$ cat src/rtl/riscv_pkg.sv
`default_nettype none
// +----------------------------------------------------------------------------+
// | riscv_pkg: opcodes, control state and datapath mux encodings (RV32I).      |
// | Revision: 1.0  -- ST_TRAP exists only with RISCV_CTRL_ILLEGAL_TRAP_EN.     |
// +----------------------------------------------------------------------------+
package riscv_pkg;

  localparam logic [6:0] OPC_LOAD   = 7'b0000011;
  localparam logic [6:0] OPC_STORE  = 7'b0100011;
  localparam logic [6:0] OPC_OP     = 7'b0110011;
  localparam logic [6:0] OPC_OPIMM  = 7'b0010011;
  localparam logic [6:0] OPC_BRANCH = 7'b1100011;
  localparam logic [6:0] OPC_JAL    = 7'b1101111;
  localparam logic [6:0] OPC_LUI    = 7'b0110111;

  typedef enum logic [3:0] {
    ST_IDLE   = 4'd0,
    ST_FETCH  = 4'd1,
    ST_DECODE = 4'd2,
    ST_MEMADR = 4'd3,
    ST_MEMRD  = 4'd4,
    ST_MEMWB  = 4'd5,
    ST_MEMWR  = 4'd6,
    ST_EXECR  = 4'd7,
    ST_EXECI  = 4'd8,
    ST_ALUWB  = 4'd9,
    ST_BRANCH = 4'd10,
    ST_JAL    = 4'd11,
    ST_LUI    = 4'd12
`ifdef RISCV_CTRL_ILLEGAL_TRAP_EN
    , ST_TRAP = 4'd13
`endif
  } state_e;

  typedef enum logic [1:0] {
    SRCA_PC    = 2'b00,
    SRCA_OLDPC = 2'b01,
    SRCA_RS1   = 2'b10,
    SRCA_ZERO  = 2'b11
  } alu_src_a_e;

  typedef enum logic [1:0] {
    SRCB_RS2  = 2'b00,
    SRCB_IMM  = 2'b01,
    SRCB_FOUR = 2'b10
  } alu_src_b_e;

  typedef enum logic [1:0] {
    ALUOP_ADD   = 2'b00,
    ALUOP_SUB   = 2'b01,
    ALUOP_FUNCT = 2'b10
  } alu_op_e;

  typedef enum logic [1:0] {
    RES_ALUOUT    = 2'b00,
    RES_MEMDATA   = 2'b01,
    RES_ALURESULT = 2'b10
  } result_src_e;

endpackage
`default_nettype wire

$ cat src/rtl/riscv_multicycle_ctrl_if.sv
`default_nettype none
// +----------------------------------------------------------------------------+
// | riscv_multicycle_ctrl_if: unified memory port request/ready handshake.     |
// | Revision: 1.0                                                              |
// +----------------------------------------------------------------------------+
interface riscv_multicycle_ctrl_if;
  logic mem_req;
  logic mem_we;
  logic iord;
  logic mem_ready;

  modport master (output mem_req, output mem_we, output iord, input mem_ready);
  modport slave  (input mem_req, input mem_we, input iord, output mem_ready);
endinterface
`default_nettype wire

$ cat src/rtl/riscv_ctrl_decode.sv
`default_nettype none
// +----------------------------------------------------------------------------+
// | riscv_ctrl_decode: opcode -> state that follows DECODE (combinational).    |
// | Revision: 1.0  -- RISCV_CTRL_ILLEGAL_TRAP_EN routes unknown opcodes to TRAP|
// +----------------------------------------------------------------------------+
module riscv_ctrl_decode
  import riscv_pkg::*;
(
  input  logic [6:0] opcode,
  output state_e     next_state
);

  always_comb begin
`ifdef RISCV_CTRL_ILLEGAL_TRAP_EN
    next_state = ST_TRAP;
`else
    // PC is already advanced, so falling back to FETCH makes it a NOP.
    next_state = ST_FETCH;
`endif
    case (opcode)
      OPC_LOAD, OPC_STORE: next_state = ST_MEMADR;
      OPC_OP:              next_state = ST_EXECR;
      OPC_OPIMM:           next_state = ST_EXECI;
      OPC_BRANCH:          next_state = ST_BRANCH;
      OPC_JAL:             next_state = ST_JAL;
      OPC_LUI:             next_state = ST_LUI;
      default:             ;
    endcase
  end

endmodule
`default_nettype wire

$ cat src/rtl/riscv_multicycle_ctrl.sv
`default_nettype none
// +----------------------------------------------------------------------------+
// | riscv_multicycle_ctrl: RV32I multicycle sequencer, Moore-decoded controls. |
// | Revision: 1.0  -- optional RISCV_CTRL_ILLEGAL_TRAP_EN adds TRAP + illegal. |
// +----------------------------------------------------------------------------+
module riscv_multicycle_ctrl
  import riscv_pkg::*;
#(
  parameter int CNT_W = 32
) (
  input  logic                       clk,
  input  logic                       rst_n,
  riscv_multicycle_ctrl_if.master    mem,
  input  logic [6:0]                 opcode,
  input  logic                       zero,
  output logic                       ir_write,
  output logic                       pc_write,
  output logic                       reg_write,
  output logic [1:0]                 alu_src_a,
  output logic [1:0]                 alu_src_b,
  output logic [1:0]                 alu_op,
  output logic [1:0]                 result_src,
  output logic [CNT_W-1:0]           instret,
`ifdef RISCV_CTRL_ILLEGAL_TRAP_EN
  output logic                       illegal,
`endif
  output logic [3:0]                 state
);

  state_e           state_q, state_d;
  state_e           decode_next;
  logic [CNT_W-1:0] instret_q, instret_d;
  logic             retire;
  logic             req, we, addr_sel;

  riscv_ctrl_decode u_decode (
    .opcode     (opcode),
    .next_state (decode_next)
  );

  always_comb begin
    state_d    = state_q;
    retire     = 1'b0;
    req        = 1'b0;
    we         = 1'b0;
    addr_sel   = 1'b0;
    ir_write   = 1'b0;
    pc_write   = 1'b0;
    reg_write  = 1'b0;
    alu_src_a  = SRCA_PC;
    alu_src_b  = SRCB_RS2;
    alu_op     = ALUOP_ADD;
    result_src = RES_ALUOUT;
    case (state_q)
      ST_IDLE: state_d = ST_FETCH;
      ST_FETCH: begin
        req        = 1'b1;
        alu_src_b  = SRCB_FOUR;
        result_src = RES_ALURESULT;
        ir_write   = mem.mem_ready;
        pc_write   = mem.mem_ready;
        if (mem.mem_ready) state_d = ST_DECODE;
      end
      ST_DECODE: begin
        alu_src_a = SRCA_OLDPC;
        alu_src_b = SRCB_IMM;
        state_d   = decode_next;
      end
      ST_MEMADR: begin
        alu_src_a = SRCA_RS1;
        alu_src_b = SRCB_IMM;
        state_d   = (opcode == OPC_STORE) ? ST_MEMWR : ST_MEMRD;
      end
      ST_MEMRD: begin
        req      = 1'b1;
        addr_sel = 1'b1;
        if (mem.mem_ready) state_d = ST_MEMWB;
      end
      ST_MEMWB: begin
        result_src = RES_MEMDATA;
        reg_write  = 1'b1;
        retire     = 1'b1;
        state_d    = ST_FETCH;
      end
      ST_MEMWR: begin
        req      = 1'b1;
        we       = 1'b1;
        addr_sel = 1'b1;
        if (mem.mem_ready) begin
          retire  = 1'b1;
          state_d = ST_FETCH;
        end
      end
      ST_EXECR: begin
        alu_src_a = SRCA_RS1;
        alu_op    = ALUOP_FUNCT;
        state_d   = ST_ALUWB;
      end
      ST_EXECI: begin
        alu_src_a = SRCA_RS1;
        alu_src_b = SRCB_IMM;
        alu_op    = ALUOP_FUNCT;
        state_d   = ST_ALUWB;
      end
      ST_LUI: begin
        alu_src_a = SRCA_ZERO;
        alu_src_b = SRCB_IMM;
        state_d   = ST_ALUWB;
      end
      ST_ALUWB: begin
        reg_write = 1'b1;
        retire    = 1'b1;
        state_d   = ST_FETCH;
      end
      ST_BRANCH: begin
        alu_src_a = SRCA_RS1;
        alu_op    = ALUOP_SUB;
        pc_write  = zero;
        retire    = 1'b1;
        state_d   = ST_FETCH;
      end
      ST_JAL: begin
        // ALUOut still holds the DECODE target; ALU now forms OldPC+4 for rd.
        alu_src_a = SRCA_OLDPC;
        alu_src_b = SRCB_FOUR;
        pc_write  = 1'b1;
        state_d   = ST_ALUWB;
      end
`ifdef RISCV_CTRL_ILLEGAL_TRAP_EN
      ST_TRAP: state_d = ST_TRAP;
`endif
      default: state_d = ST_IDLE;
    endcase
    instret_d = instret_q + CNT_W'(retire);
  end

  always_ff @(posedge clk or negedge rst_n) begin
    if (!rst_n) begin
      state_q   <= ST_IDLE;
      instret_q <= '0;
    end else begin
      state_q   <= state_d;
      instret_q <= instret_d;
    end
  end

`ifdef RISCV_CTRL_ILLEGAL_TRAP_EN
  logic illegal_q, illegal_d;

  always_comb illegal_d = illegal_q | (state_d == ST_TRAP);

  always_ff @(posedge clk or negedge rst_n) begin
    if (!rst_n) illegal_q <= 1'b0;
    else        illegal_q <= illegal_d;
  end

  assign illegal = illegal_q;
`endif

  assign mem.mem_req = req;
  assign mem.mem_we  = we;
  assign mem.iord    = addr_sel;
  assign instret     = instret_q;
  assign state       = state_q;

endmodule
`default_nettype wire

$ cat src/flat_wrapper.sv
// flat-port wrapper written by rule: the top's interface ports become plain ports
module riscv_multicycle_ctrl_flat import riscv_pkg::*;
#(
  parameter int CNT_W = 32
)
  (clk, rst_n, opcode, zero, ir_write, pc_write, reg_write, alu_src_a, alu_src_b, alu_op, result_src, instret, state, mem_mem_req, mem_mem_we, mem_iord, mem_mem_ready);
  riscv_multicycle_ctrl_if mem_i ();
  input  logic clk;
  input  logic rst_n;
  input  logic [6:0] opcode;
  input  logic zero;
  output logic ir_write;
  output logic pc_write;
  output logic reg_write;
  output logic [1:0] alu_src_a;
  output logic [1:0] alu_src_b;
  output logic [1:0] alu_op;
  output logic [1:0] result_src;
  output logic [CNT_W-1:0] instret;
  output logic [3:0] state;
  output wire logic [$bits(mem_i.mem_req)-1:0] mem_mem_req;
  output wire logic [$bits(mem_i.mem_we)-1:0] mem_mem_we;
  output wire logic [$bits(mem_i.iord)-1:0] mem_iord;
  input wire logic [$bits(mem_i.mem_ready)-1:0] mem_mem_ready;
  assign mem_mem_req = mem_i.mem_req;
  assign mem_mem_we = mem_i.mem_we;
  assign mem_iord = mem_i.iord;
  assign mem_i.mem_ready = mem_mem_ready;
  riscv_multicycle_ctrl #(.CNT_W(CNT_W)) u_core (.clk(clk), .rst_n(rst_n), .mem(mem_i), .opcode(opcode), .zero(zero), .ir_write(ir_write), .pc_write(pc_write), .reg_write(reg_write), .alu_src_a(alu_src_a), .alu_src_b(alu_src_b), .alu_op(alu_op), .result_src(result_src), .instret(instret), .state(state));
endmodule
$ cat config.mk
export PLATFORM = sky130hd
export DESIGN_NAME = riscv_multicycle_ctrl_flat
export DESIGN_NICKNAME = d
export VERILOG_FILES = /design/src/rtl/riscv_pkg.sv /design/src/rtl/riscv_multicycle_ctrl_if.sv /design/src/rtl/riscv_ctrl_decode.sv /design/src/rtl/riscv_multicycle_ctrl.sv /design/src/flat_wrapper.sv
export SDC_FILE = /design/constraint.sdc
export NUM_CORES = 1
export LEC_CHECK = 0
export CAP_MARGIN = 25
export CORE_UTILIZATION = 24
export CTS_CLUSTER_SIZE = 24
export DETAILED_ROUTE_END_ITERATION = 10
export GPL_TIMING_DRIVEN = 0
export SYNTH_ARGS = -nofsm -noshare
export SYNTH_HDL_FRONTEND = slang
export SYNTH_SLANG_ARGS = --single-unit
$ cat constraint.sdc
create_clock -name clk -period 5.4 [get_ports clk]
set_clock_uncertainty 0.05 [all_clocks]
set_input_delay 0.81 -clock clk [delete_from_list [all_inputs] [get_ports clk]]
set_output_delay 0.81 -clock clk [all_outputs]
set_load 0.005 [all_outputs]
==> results of run 1 <==
==> registers in the layout, indices dropped and copies added, names as in the netlist <==
signal and cells:
u_core.state 4, u_core.instret 32
==> where the power goes <==
part           internal, uW  total [uW]  leakage [uW]  switching (uW)
Sequential              299         352      0.000475            52.7
Clock                   102         196     0.0000510            94.3
Combinational           199         351      0.000692             152
==> per-stage QoR <==
stage | instances | power [uW] | hold WS (ps) | area, sq um | setup slack [ps]
final | 386 | 899 | 427 | 2890 | 2120
after global routing | 386 | 970 | 441 | 2890 | 2040
after CTS | 386 | 914 | 432 | 2890 | 2140
after detailed placement | 378 | 712 | 422 | 2800 | 2150
after global placement | 378 | 710 | 407 | 2800 | 2140
after floorplan | 213 | 505 | 415 | 2070 | 3140
==> worst reg2reg max path: cells and delay by family (launching register included) <==
family	cells	cell delay, ps
buffers and inverters	1	70
DFF	1	470
adders and majority gates	2	450
and+or+nand+nor	4	1140
AOI/OAI and AO/OA	1	210
xor gates and xnor gates	1	150
==> synthesized netlist by cell type (all sizes together) <==
cell	instances	area [sq um]
a32oi	1	8.76
and3	2	12.5
clkbuf	3	11.3
o32ai	1	8.76
nor2b	3	18.8
o21ai	6	30.0
o22a	1	8.76
o21a	2	15.0
nand4bb	1	27.5
a211o	1	8.76
nand2b	5	31.3
nor3b	2	15.0
or2	3	18.8
ha	3	37.5
dfrtp	36	901
nand4	8	50.1
a21oi	9	45.0
and4	4	35.0
nor3	15	110
and2	4	25.0
inv	9	33.8
a21o	2	15.0
o2bb2ai	1	8.76
or3	1	6.26
nand2	20	77.6
nor4	6	65.1
xnor2	13	114
o22ai	3	18.8
maj3	1	10.0
nor2	14	52.6
buf	3	22.5
nand3	13	77.6
xor2	17	149
==> cell type report <==
type,count,share of cell area [%]
clock buffers,6,2.86
plain buffers,6,1.17
clock inverters,2,0.346
well taps,105,4.55
flip-flops and latches,36,31.2
inverters,9,1.17
repair buffers,60,20.6
multi-input cells,162,38.1
==> routing by layer <==
metal  vias to the layer above  GRT usage, %  share of wire [%]
li1                        890             -                  -
met1                       853          16.0                 47
met2                        36          17.4                 48
met3                         6          2.82                4.1
met4                         0          4.17                1.4
met5                         -             0                  0
==> cell families (layout without fill, tap and decap cells) <==
| logic type | after synthesis | count (layout) | synth area share, % |
|---|---|---|---|
| xor gates and xnor gates | 30 | 30 | 12.7 |
| buffers and inverters | 15 | 83 | 3.26 |
| adders and majority gates | 4 | 4 | 2.30 |
| and+or+nand+nor | 101 | 101 | 30.1 |
| AOI/OAI and AO/OA | 27 | 27 | 8.10 |
| DFF | 36 | 36 | 43.5 |
==> worst paths after layout <==
| path | slack [ps] | end |
|---|---|---|
| max in group asynchronous | 4230 | u_core.state[0] |
| min in group asynchronous | 560 | u_core.instret[28] |
| max | 2120 | pc_write |
| max reg2reg | 2750 | u_core.instret[16] |
| min | 430 | u_core.instret[31] |
| min reg2reg | 430 | u_core.instret[31] |
==> reports/metrics.yaml, run 1 <==
leakage_uw: 0.00122
ctsHoldBuffers: 0
grt_max_degree: 37
fmax_mhz: 305
cap_violations: 0
critPathRequiredTime_ps: 4540
wl_per_cell_um: 12.7
arrival_ps: 2420
setup_viol: 0
cp_slowest_cell: "clkdlybuf4s50_1"
crit_family: "buffers and inverters"
layout_common_cells: "59 x clkdlybuf4s50_1, 36 x dfrtp_1, 19 x nand2_1"
netlist_instances: 213
syn_area_sq_um: 2070
cpMostUsedCell: "clkdlybuf4s50_1"
diodes: 0
cts_made_buffers: 5
clk-insertion-delay-late_ps: 280
worstReg2RegStart: "u_core.state[3]"
post-route-util_pct: 34.8
fin_nets: 294
worstPathCellList: "clkdlybuf4s50_1 -> inv_1 -> nor3_1 -> o21ai_0 -> a21oi_1 -> clkdlybuf4s50_1"
rsz0062_at_grt: "false"
grt.total_usage_pct: 11.6
final_common_cell: "clkdlybuf4s50_1"
drv_slew: 0
drt-total-wl_mm: 4.90
fin_crit_sh_pct: 60.7
holdPathStages: 1
grt_pass1_vias: 1592
htree_levels: 2
hp-class: "reg2reg"
seq_area_frac_synth_pct: 43.5
die_w_um: 94.9
cts_tree: "done"
synth_nets: 227
fp.dieArea_sq_um: 9000
start_kind: "primary input"
setup_tns_ps: 0
core_sq_um: 8300
area_growth_pct: 39.6
ios: 61
multi_input_area_sq_um: 1100
antenna_left: 0
area.sequential_sq_um: 901
first_pass_iters: 4
cellPowerDensity_nw_per_um2: 311
max_slew.worst_pin.slew_ps: 808
routed_via_density: 4.62
via_count: 1785
initial_core_util_pct: 24.9
end_kind: "output port"
drt_iter0_drc: 61
clk_pin_slew_worst_paths_ps: 70
hp-start: "u_core.instret[31]"
min_period_ps: 3280
hold_viol: 0
worst-r2r-cell-count: 9
die_y_um: 94.9
place_congestion: 0.828
max_stage_delay_ps: 570
grt_first_pass_wirelength_mm: 8.16
yosysWarningCount: 0
crit_fanout: 5
avgSynthCellArea_sq_um: 9.72
cts-root-buf: "clkbuf_8"
relSlewSlack_pct: 46.1
path_depth: 6
port_buffers: 60
critPathBufInv: 3
critPathKind: "in2out"
clock_path_buffers: 2
post_cts_buffers: 0
drc: 0
vdd_drop_max_v: 0.0000904
rows: 33
antenna_found_initial: 0
cts_resized: 0
cts.sinks: 36
ys_types: 40
status: "completed"
fillers: 848
worstSetupStartpoint: "mem_mem_ready"
drive_gt1_share_pct: 9.61
gr-total-overflow: 0
hpwlAfterDp_mm: 3.66
ys_ff_latch: 36
Power figures use the tool's default switching activity.
==> run 2, diff against run 1 <==
==> constraint.sdc (replaced) <==
create_clock -name clk -period 3.22 [get_ports clk]
set_clock_uncertainty 0.05 [all_clocks]
set_input_delay 0.483 -clock clk [delete_from_list [all_inputs] [get_ports clk]]
set_output_delay 0.483 -clock clk [all_outputs]
set_load 0.005 [all_outputs]
==> results of run 2 <==
Same layout as run 1 (identical final DEF). Status: completed.
Among the figures that moved: setup slack after placement 2150 ps -> 468 ps; setup slack after layout 2120 ps -> 565 ps; hold slack 427 ps -> 236 ps; start point of the critical path mem_mem_ready -> u_core.state[3]; end point of the critical path pc_write -> u_core.instret[16]; register-to-register setup slack 2750 ps -> 570 ps; total power 899 uW -> 1510 uW; worst IR drop on VDD 0.0000904 V -> 0.000152 V
==> run 3, diff against run 2 <==
==> constraint.sdc (replaced) <==
create_clock -name clk -period 2.7 [get_ports clk]
set_clock_uncertainty 0.05 [all_clocks]
set_input_delay 0.405 -clock clk [delete_from_list [all_inputs] [get_ports clk]]
set_output_delay 0.405 -clock clk [all_outputs]
set_load 0.005 [all_outputs]
==> reports/metrics.yaml, run 3 (synthesis results as in run 1) <==
cts-root-buf: "clkbuf_8"
clock_path_buffers: 2
gr-usage-met2_pct: 17.4
routed_via_density: 4.64
combPwrFrac_pct: 39.1
grt.busiest_layer: "met2"
worst-r2r-cell-count: 9
grt.total_usage_pct: 11.6
swShare_pct: 33.5
hold_slack_ps: 153
cts_tree: "done"
post-route-util_pct: 35.0
drive_gt1_share_pct: 11.0
fp.dieArea_sq_um: 9000
gr-total-overflow: 0
p_sw_uw: 605
fmax_mhz: 401
seqPwrFrac_pct: 39.0
relSlewSlack_pct: 46.2
die_w_um: 94.9
fin_nets: 294
place_congestion: 0.828
via_count: 1790
crit_fanout: 10
ctsHoldBuffers: 0
min_period_ps: 2490
r2r_slack_ps: 240
hold_viol: 0
cts_made_buffers: 5
port_buffers: 60
p_int_uw: 1200
start_kind: "register"
antenna_left: 0
grt_pass1_vias: 1592
max_slew.worst_pin.slew_ps: 806
drv_slew: 0
fin_crit_sh_pct: 92.4
initial_core_util_pct: 24.9
final_common_cell: "clkdlybuf4s50_1"
drt-total-wl_mm: 4.91
setup_tns_ps: 0
largest_reg_flops: 32
antenna_found_initial: 0
hp-class: "in2async"
clk_pin_slew_worst_paths_ps: 70
wl_per_cell_um: 12.7
diodes: 0
critPathRequiredTime_ps: 2250
vdd_drop_max_v: 0.000184
core_sq_um: 8300
drc: 0
leakage_uw: 0.00122
globalRouteMet1Util_pct: 16.0
grt_max_degree: 37
dp.cells: 378
ios: 61
grt_first_pass_wirelength_mm: 8.16
htree_levels: 2
die_y_um: 94.9
timing.final.ws_setup_ps: 206
fin_cells: 386
place_ws_ps: 26.3
drt_iter0_drc: 49
fillers: 848
rows: 33
worstReg2RegStart: "u_core.state[3]"
arrival_ps: 2040
critPathKind: "reg2out"
pwr-share-clk_pct: 21.9
met3_usage_pct: 2.82
first_pass_iters: 4
hpwlAfterDp_mm: 3.66
cts.sinks: 36
cellPowerDensity_nw_per_um2: 622
post_cts_buffers: 0
r2r_end: "u_core.instret[28]"
end_kind: "output port"
layout_common_cells: "59 x clkdlybuf4s50_1, 36 x dfrtp_1, 19 x nand2_1"
status: "completed"
cap_violations: 0
clk-insertion-delay-late_ps: 290
area_growth_pct: 40.3
setup_viol: 0
run 3: worst max-delay path by stage:
stage / start / endpoint / cells after the start
after floorplan: u_core.state[3] / u_core.instret[16] / 9
after global placement: mem_mem_ready / u_core.instret[16] / 8
after detailed placement: mem_mem_ready / u_core.instret[16] / 8
after CTS: u_core.state[3] / u_core.instret[16] / 9
after global routing: u_core.state[3] / u_core.instret[26] / 9
final: u_core.state[3] / alu_src_a[0] / 6
run 3: timing repair:
item                                    in CTS  in global routing
resized for setup                            0                  4
endpoints found under the setup margin       0                 11
endpoints found under the hold margin        0                  0
run 3: layout make-up:
class	count	area, sq um	area share, %
multi-input cells	162	1120	38.4
flip-flops and latches	36	901	31.0
repair buffers	60	596	20.5
well taps	105	131	4.52
clock buffers	6	82.6	2.84
plain buffers	6	33.8	1.16
inverters	9	33.8	1.16
clock inverters	2	10.0	0.345
run 3: through the flow:
stage | total power (uW) | instance area, sq um
global placement | 1420 | 2800
CTS | 1830 | 2890
floorplan | 1010 | 2070
detailed placement | 1420 | 2800
finish | 1810 | 2900
global route | 1940 | 2900
run 3: metal layers:
layer | wire length [um] | vias to the layer above
li1 | - | 890
met5 | 0 | -
met4 | 70 | 0
met1 | 2310 | 855
met2 | 2320 | 39
met3 | 212 | 6
run 3: power by group through the flow:
stage / logic [uW] / clock network (uW) / registers [uW]
floorplan: 317 / 0 / 692
detailed placement: 711 / 0 / 714
global placement: 704 / 0 / 716
global route: 786 / 440 / 719
finish: 706 / 395 / 705
CTS: 711 / 415 / 704
run 3: critical path, cell delays in order (launching register included):
cell             delay (ps)
dfrtp_1                 480
clkbuf_1                360
nand2_1                  90
nor2_1                  100
a21oi_1                  50
o22ai_1                 150
clkdlybuf4s50_1         520
